`config.mk`:
```
export PLATFORM = sky130hd
export DESIGN_NAME = traffic_light_ctrl
export DESIGN_NICKNAME = d
export VERILOG_FILES = /design/src/rtl/traffic_pkg.sv /design/src/rtl/traffic_lamp_decode.sv /design/src/rtl/traffic_light_ctrl.sv
export SDC_FILE = /design/constraint.sdc
export NUM_CORES = 1
export LEC_CHECK = 0
export ABC_AREA = 1
export CAP_MARGIN = 20
export CORE_MARGIN = 2
export CORE_UTILIZATION = 40
export DETAILED_ROUTE_END_ITERATION = 10
export PLACE_DENSITY_LB_ADDON = 0.12
export SLEW_MARGIN = 5
export SYNTH_ARGS = -nofsm -noshare
export SYNTH_HDL_FRONTEND = slang
export SYNTH_HIERARCHICAL = 1
export SYNTH_SLANG_ARGS = --single-unit
```
`constraint.sdc`:
```
create_clock -name clk -period 5.9 [get_ports clk]
set_input_delay 0.59 -clock clk [delete_from_list [all_inputs] [get_ports clk]]
set_output_delay 0.59 -clock clk [all_outputs]
set_load 0.01 [all_outputs]
```
`src/rtl/traffic_pkg.sv`:
```
`default_nettype none
// ============================================================================
// Module  : traffic_pkg
// Brief   : Phase encoding, lamp patterns and phase-length helper shared by
//           the traffic light controller and its lamp decoder.
// Revision: 1.0
// ============================================================================
package traffic_pkg;

  typedef enum logic [2:0] {
    LEFT        = 3'd0,
    GREEN       = 3'd1,
    YELLOW      = 3'd2,
    CLEAR       = 3'd3,
    PREEMPT     = 3'd4,
    PREEMPT_YEL = 3'd5
  } phase_t;

  localparam logic [3:0] LAMP_LEFT   = 4'b1001;
  localparam logic [3:0] LAMP_GREEN  = 4'b0100;
  localparam logic [3:0] LAMP_YELLOW = 4'b0010;
  localparam logic [3:0] LAMP_RED    = 4'b0001;

  // Length of a counted phase; PREEMPT is timed separately and reports 1.
  function automatic int phase_dur(input phase_t ph, input int left_cyc,
                                   input int green_cyc, input int yellow_cyc,
                                   input int clear_cyc);
    case (ph)
      LEFT:        return left_cyc;
      GREEN:       return green_cyc;
      YELLOW:      return yellow_cyc;
      CLEAR:       return clear_cyc;
      PREEMPT_YEL: return yellow_cyc;
      default:     return 1;
    endcase
  endfunction

endpackage
`default_nettype wire

```
`src/rtl/traffic_lamp_decode.sv`:
```
`default_nettype none
// ============================================================================
// Module  : traffic_lamp_decode
// Brief   : Maps the controller phase and per-approach ownership to lamps.
// Revision: 1.0
// ============================================================================
module traffic_lamp_decode
  import traffic_pkg::*;
(
  input  phase_t     phase,
  input  logic       is_active,
  output logic [3:0] lamp
);

  always_comb begin
    lamp = LAMP_RED;
    if (is_active) begin
      case (phase)
        LEFT:        lamp = LAMP_LEFT;
        GREEN:       lamp = LAMP_GREEN;
        YELLOW:      lamp = LAMP_YELLOW;
        PREEMPT_YEL: lamp = LAMP_YELLOW;
        default:     lamp = LAMP_RED;
      endcase
    end
  end

endmodule
`default_nettype wire

```
`src/rtl/traffic_light_ctrl.sv`:
```
`default_nettype none
// ============================================================================
// Module  : traffic_light_ctrl
// Brief   : Round-robin N-approach intersection controller with emergency
//           preemption; TRAFFIC_PREEMPT_YELLOW_EN adds a yellow lead-in.
// Revision: 1.0
// ============================================================================
module traffic_light_ctrl
  import traffic_pkg::*;
#(
  parameter int N_APPR      = 2,
  parameter int LEFT_CYC    = 5,
  parameter int GREEN_CYC   = 10,
  parameter int YELLOW_CYC  = 3,
  parameter int CLEAR_CYC   = 1,
  parameter int PREEMPT_MIN = 1,
  parameter int CNT_W       = 5
) (
  input  logic                      clk,
  input  logic                      rst,
  input  logic                      emergency,
  output logic [4*N_APPR-1:0]       lamps,
  output logic [$clog2(N_APPR)-1:0] active,
  output logic [2:0]                phase,
  output logic                      preempted
);

  localparam int AW      = $clog2(N_APPR);
  localparam int PCW     = (PREEMPT_MIN > 1) ? $clog2(PREEMPT_MIN) : 1;
  localparam int MAX_DUR = (LEFT_CYC > GREEN_CYC ? LEFT_CYC : GREEN_CYC) >
                           (YELLOW_CYC > CLEAR_CYC ? YELLOW_CYC : CLEAR_CYC) ?
                           (LEFT_CYC > GREEN_CYC ? LEFT_CYC : GREEN_CYC) :
                           (YELLOW_CYC > CLEAR_CYC ? YELLOW_CYC : CLEAR_CYC);
  localparam logic [PCW-1:0] PCNT_LAST = PCW'(PREEMPT_MIN - 1);
  localparam logic [AW-1:0]  LAST_APPR = AW'(N_APPR - 1);

  if ((MAX_DUR - 1) > ((1 << CNT_W) - 1)) begin : g_cnt_w_check
    $error("traffic_light_ctrl: CNT_W too narrow for the longest phase");
  end
  if (N_APPR < 2) begin : g_appr_check
    $error("traffic_light_ctrl: N_APPR must be at least 2");
  end

  phase_t           r_phase;
  logic [AW-1:0]    r_active;
  logic [CNT_W-1:0] r_cnt;
  phase_t           r_saved_phase;
  logic [CNT_W-1:0] r_saved_cnt;
  logic [AW-1:0]    r_saved_active;
  logic [PCW-1:0]   r_pcnt;

  int               w_cur_dur;
  logic             w_last;
  phase_t           w_nxt_phase;
  logic [CNT_W-1:0] w_nxt_cnt;
  logic [AW-1:0]    w_nxt_active;

  // Successor state of normal sequencing; also what preemption saves.
  always_comb begin
    w_cur_dur    = phase_dur(r_phase, LEFT_CYC, GREEN_CYC, YELLOW_CYC, CLEAR_CYC);
    w_last       = (r_cnt == CNT_W'(w_cur_dur - 1));
    w_nxt_phase  = r_phase;
    w_nxt_cnt    = r_cnt + CNT_W'(1);
    w_nxt_active = r_active;
    if (w_last) begin
      w_nxt_cnt = '0;
      case (r_phase)
        LEFT:   w_nxt_phase = GREEN;
        GREEN:  w_nxt_phase = YELLOW;
        YELLOW: w_nxt_phase = CLEAR;
        CLEAR: begin
          w_nxt_phase  = LEFT;
          w_nxt_active = (r_active == LAST_APPR) ? '0 : r_active + AW'(1);
        end
        default: w_nxt_phase = r_phase;
      endcase
    end
  end

  always_ff @(posedge clk) begin
    if (rst) begin
      r_phase        <= LEFT;
      r_active       <= '0;
      r_cnt          <= '0;
      r_pcnt         <= '0;
      r_saved_phase  <= LEFT;
      r_saved_cnt    <= '0;
      r_saved_active <= '0;
    end else begin
      case (r_phase)
        PREEMPT: begin
          if (r_pcnt != PCNT_LAST) begin
            r_pcnt <= r_pcnt + PCW'(1);
          end
          if (!emergency && (r_pcnt == PCNT_LAST)) begin
            r_phase  <= r_saved_phase;
            r_cnt    <= r_saved_cnt;
            r_active <= r_saved_active;
          end
        end
`ifdef TRAFFIC_PREEMPT_YELLOW_EN
        PREEMPT_YEL: begin
          if (w_last) begin
            r_phase <= PREEMPT;
            r_pcnt  <= '0;
            r_cnt   <= '0;
          end else begin
            r_cnt <= r_cnt + CNT_W'(1);
          end
        end
`endif
        default: begin
          if (emergency) begin
            r_saved_phase  <= w_nxt_phase;
            r_saved_cnt    <= w_nxt_cnt;
            r_saved_active <= w_nxt_active;
`ifdef TRAFFIC_PREEMPT_YELLOW_EN
            if ((r_phase == LEFT) || (r_phase == GREEN)) begin
              r_phase <= PREEMPT_YEL;
              r_cnt   <= '0;
            end else begin
              r_phase <= PREEMPT;
              r_pcnt  <= '0;
            end
`else
            r_phase <= PREEMPT;
            r_pcnt  <= '0;
`endif
          end else begin
            r_phase  <= w_nxt_phase;
            r_cnt    <= w_nxt_cnt;
            r_active <= w_nxt_active;
          end
        end
      endcase
    end
  end

  for (genvar i = 0; i < N_APPR; i++) begin : g_lamp
    traffic_lamp_decode u_dec (
      .phase     (r_phase),
      .is_active (r_active == AW'(i)),
      .lamp      (lamps[4*i+3:4*i])
    );
  end

  assign active    = r_active;
  assign phase     = r_phase;
  assign preempted = (r_phase == PREEMPT) || (r_phase == PREEMPT_YEL);

endmodule
`default_nettype wire
```
==> reports/results.ini <==
[drt]
first_pass_iters=4
vias=1195
drc=0
top_layer_used=met4
wl_met3_um=95
met2WireLength_um=1240
drt-total-wl_um=2740
wl_met1_um=1370
final_antenna_net_count=0
wl_per_cell_um=11.6
via_per_inst=5.06
drtIter0Drc=65

[place]
place.detailed.hpwl_um=2120
io_buffers=15
place_ws_ns=3.58
placed_cell_area_um2=1390
gp_congestion=0.787
place_inst=232

[cts]
clkLatencyLatePin_ns=0.30
path_clk_slew_ns=0.10
cts-root-buf=clkbuf_4
ctsHoldBuffers=0
clockBufferDepth=2
cts_tree=yes
clock-sinks=18
cts_max_level=1
cts-resized-gates=0
cts_setup_buffers=0
numCtsBuffers=3

[timing]
worstMarginPinSlew_ns=0.550
max_freq_ghz=0.403
rsz0062_at_grt=false
drv_slew=0
period_needed_ns=2.48
finalHoldViolations=0
setup_viol=0
skew_ns=0.00196
min_period_over_period=0.421
setup_tns_ns=0
slew_headroom=0.633
worst_slack_ns=3.42

[power]
clkPwrFrac=0.236
p_leak_uw=0.000659
p_int_uw=212
sw_frac_of_total=0.357
p_sw_uw=117
power_frac_comb=0.325
p_seq_frac=0.439
vdd_drop_max_mv=0.144
power.density_nw_per_um2=230

[synthesis]
ys_ff_latch=18
syn_inst=188
synth_nets=193
syn_avg_cell_area_um2=6.53
yosys_warnings=6
syn-cell-area_um2=1230
synth.distinct_cells=26
ys_seq_area_frac=0.294

[global_routing]
grt_pass1_wl_um=4730
grt-ovfl-total=0
grt_start_max_net_pins=17
grt_pass1_vias=1055
antenna_found_initial=0
grtUsageTotal=0.173

[worst_setup_path]
crit_buf_inv=2
critPathLaunchType=flop
endpoint=lamps[0]
crit_path_end_kind=output port
crit_chain=inv_1 -> nand3_2 -> nand2_1 -> nand2_1 -> clkdlybuf4s50_1
worst-path-stages=5
worstReg2RegStart=phase[0]
critical_path_arrival_ns=1.89
crit_type=reg -> out
timing.rr.end=r_cnt[3]
critPathTopFamily=flip-flops
slowest_delay_ns=0.68
cp.required_ns=5.31
cp_slowest_cell=dfxtp_1
path_max_fanout=16
crit_top_cell=nand2_1
setup.worst_path.start=phase[0]
rrSetupSlack_ns=3.58
r2r_cells=13

[finish]
final_cells=236
diodes=0
layout_common_cells=nand2_1 (42), inv_1 (25), nor2_1 (21), dfxtp_1 (18), nand3_1 (17)
mostFrequentLayoutCell=nand2_1
seqCellArea_um2=360
n_fill_cell=318
fin_area_um2=1430
area_growth_pct=16.5
drive_above_1_share=0.148
multiInputGateArea_um2=726
layout.nets=209

[outcome]
status=complete, no violations

[floorplan]
die_area_um2=3530
die_h_um=59.4
fp.dieW_um=59.4
rows=20
initial_core_util=0.412
coreArea_um2=2980
pin_count=16

[hold_path]
worstHoldPathCells=2
hp-class=reg -> reg

[job]
cap_violations=0

-- synth_stat cells (all sizes together) --
master	n	area, µm²
nand4	2	12.5
o211ai	3	22.5
clkbuf	1	3.75
ha	2	25.0
nand2	46	183
inv	31	116
nor2	26	134
dfxtp	18	360
a211oi	1	7.51
o21ai	11	55.1
buf	3	21.3
xor2	2	17.5
nand3	23	145
a21oi	14	88.8
nand3b	1	7.51
or2	2	12.5
o21bai	2	15.0
-- area by class of cell --
type                            count  share of cell area
Clock buffer                        4              0.0254
Inverter                           31              0.0814
Multi-Input combinational cell    135               0.507
Sequential cell                    18               0.252
Tap cell                           33              0.0289
Timing Repair Buffer               15               0.105
-- flip-flops by register name (all words and copies together), names as in the netlist --
register and count:
r_cnt 5, r_saved_cnt 5, phase 3, r_saved_phase 3, active 1, r_saved_active 1
-- stage by stage --
stage | total power [µW] | util | hold WS, ns
floorplan | 226 | - | 0.459
global placement | 252 | 0.468 | 0.488
detailed placement | 254 | 0.468 | 0.491
CTS | 330 | 0.480 | 0.518
global route | 351 | 0.480 | 0.535
finish | 329 | 0.480 | 0.517
-- power groups by stage --
stage                     Clock (µW)  Sequential [µW]  Combinational [µW]
after global routing            83.8              147                 121
after global placement             0              147                 105
after floorplan                    0              145                81.1
after CTS                       78.6              144                 107
final                           77.7              144                 107
after detailed placement           0              147                 107
-- worst min path at each step --
stage	startpoint	endpoint	slack, ns
after floorplan	r_saved_active	r_saved_active	0.46
after global placement	r_saved_active	r_saved_active	0.49
after detailed placement	r_saved_active	r_saved_active	0.49
after CTS	r_saved_phase[2]	r_saved_phase[2]	0.52
after global routing	r_saved_phase[2]	r_saved_phase[2]	0.54
final	r_saved_phase[2]	r_saved_phase[2]	0.52
-- logic make-up (layout without fill, tap and decap cells) --
| logic type | count (synthesis) | in the layout | share of synthesized area |
|---|---|---|---|
| buffers and inverters | 35 | 50 | 0.115 |
| adders and majority gates | 2 | 2 | 0.0204 |
| xor gates and xnor gates | 2 | 2 | 0.0143 |
| and+or+nand+nor | 100 | 100 | 0.403 |
| DFF | 18 | 18 | 0.294 |
| AOI/OAI and AO/OA | 31 | 31 | 0.154 |
-- worst register-to-register path, stage by stage, from the launching register on --
cell and delay, ns:
dfxtp_1 0.68, inv_1 0.19, nand3_1 0.15, nand2_1 0.06, inv_1 0.06, ha_1 0.23
nand2_1 0.07, nand2_1 0.08, a21oi_4 0.16, nand2_2 0.11, nor2_8 0.14, nor2_1 0.09
o21bai_1 0.13, a21oi_1 0.07
-- per-layer routing --
layer | up-vias | global-route usage
met5 | - | 0
met4 | 0 | 0.0584
met3 | 4 | 0.0131
met2 | 24 | 0.270
met1 | 535 | 0.252
li1 | 632 | -
Power figures use the tool's default switching activity.
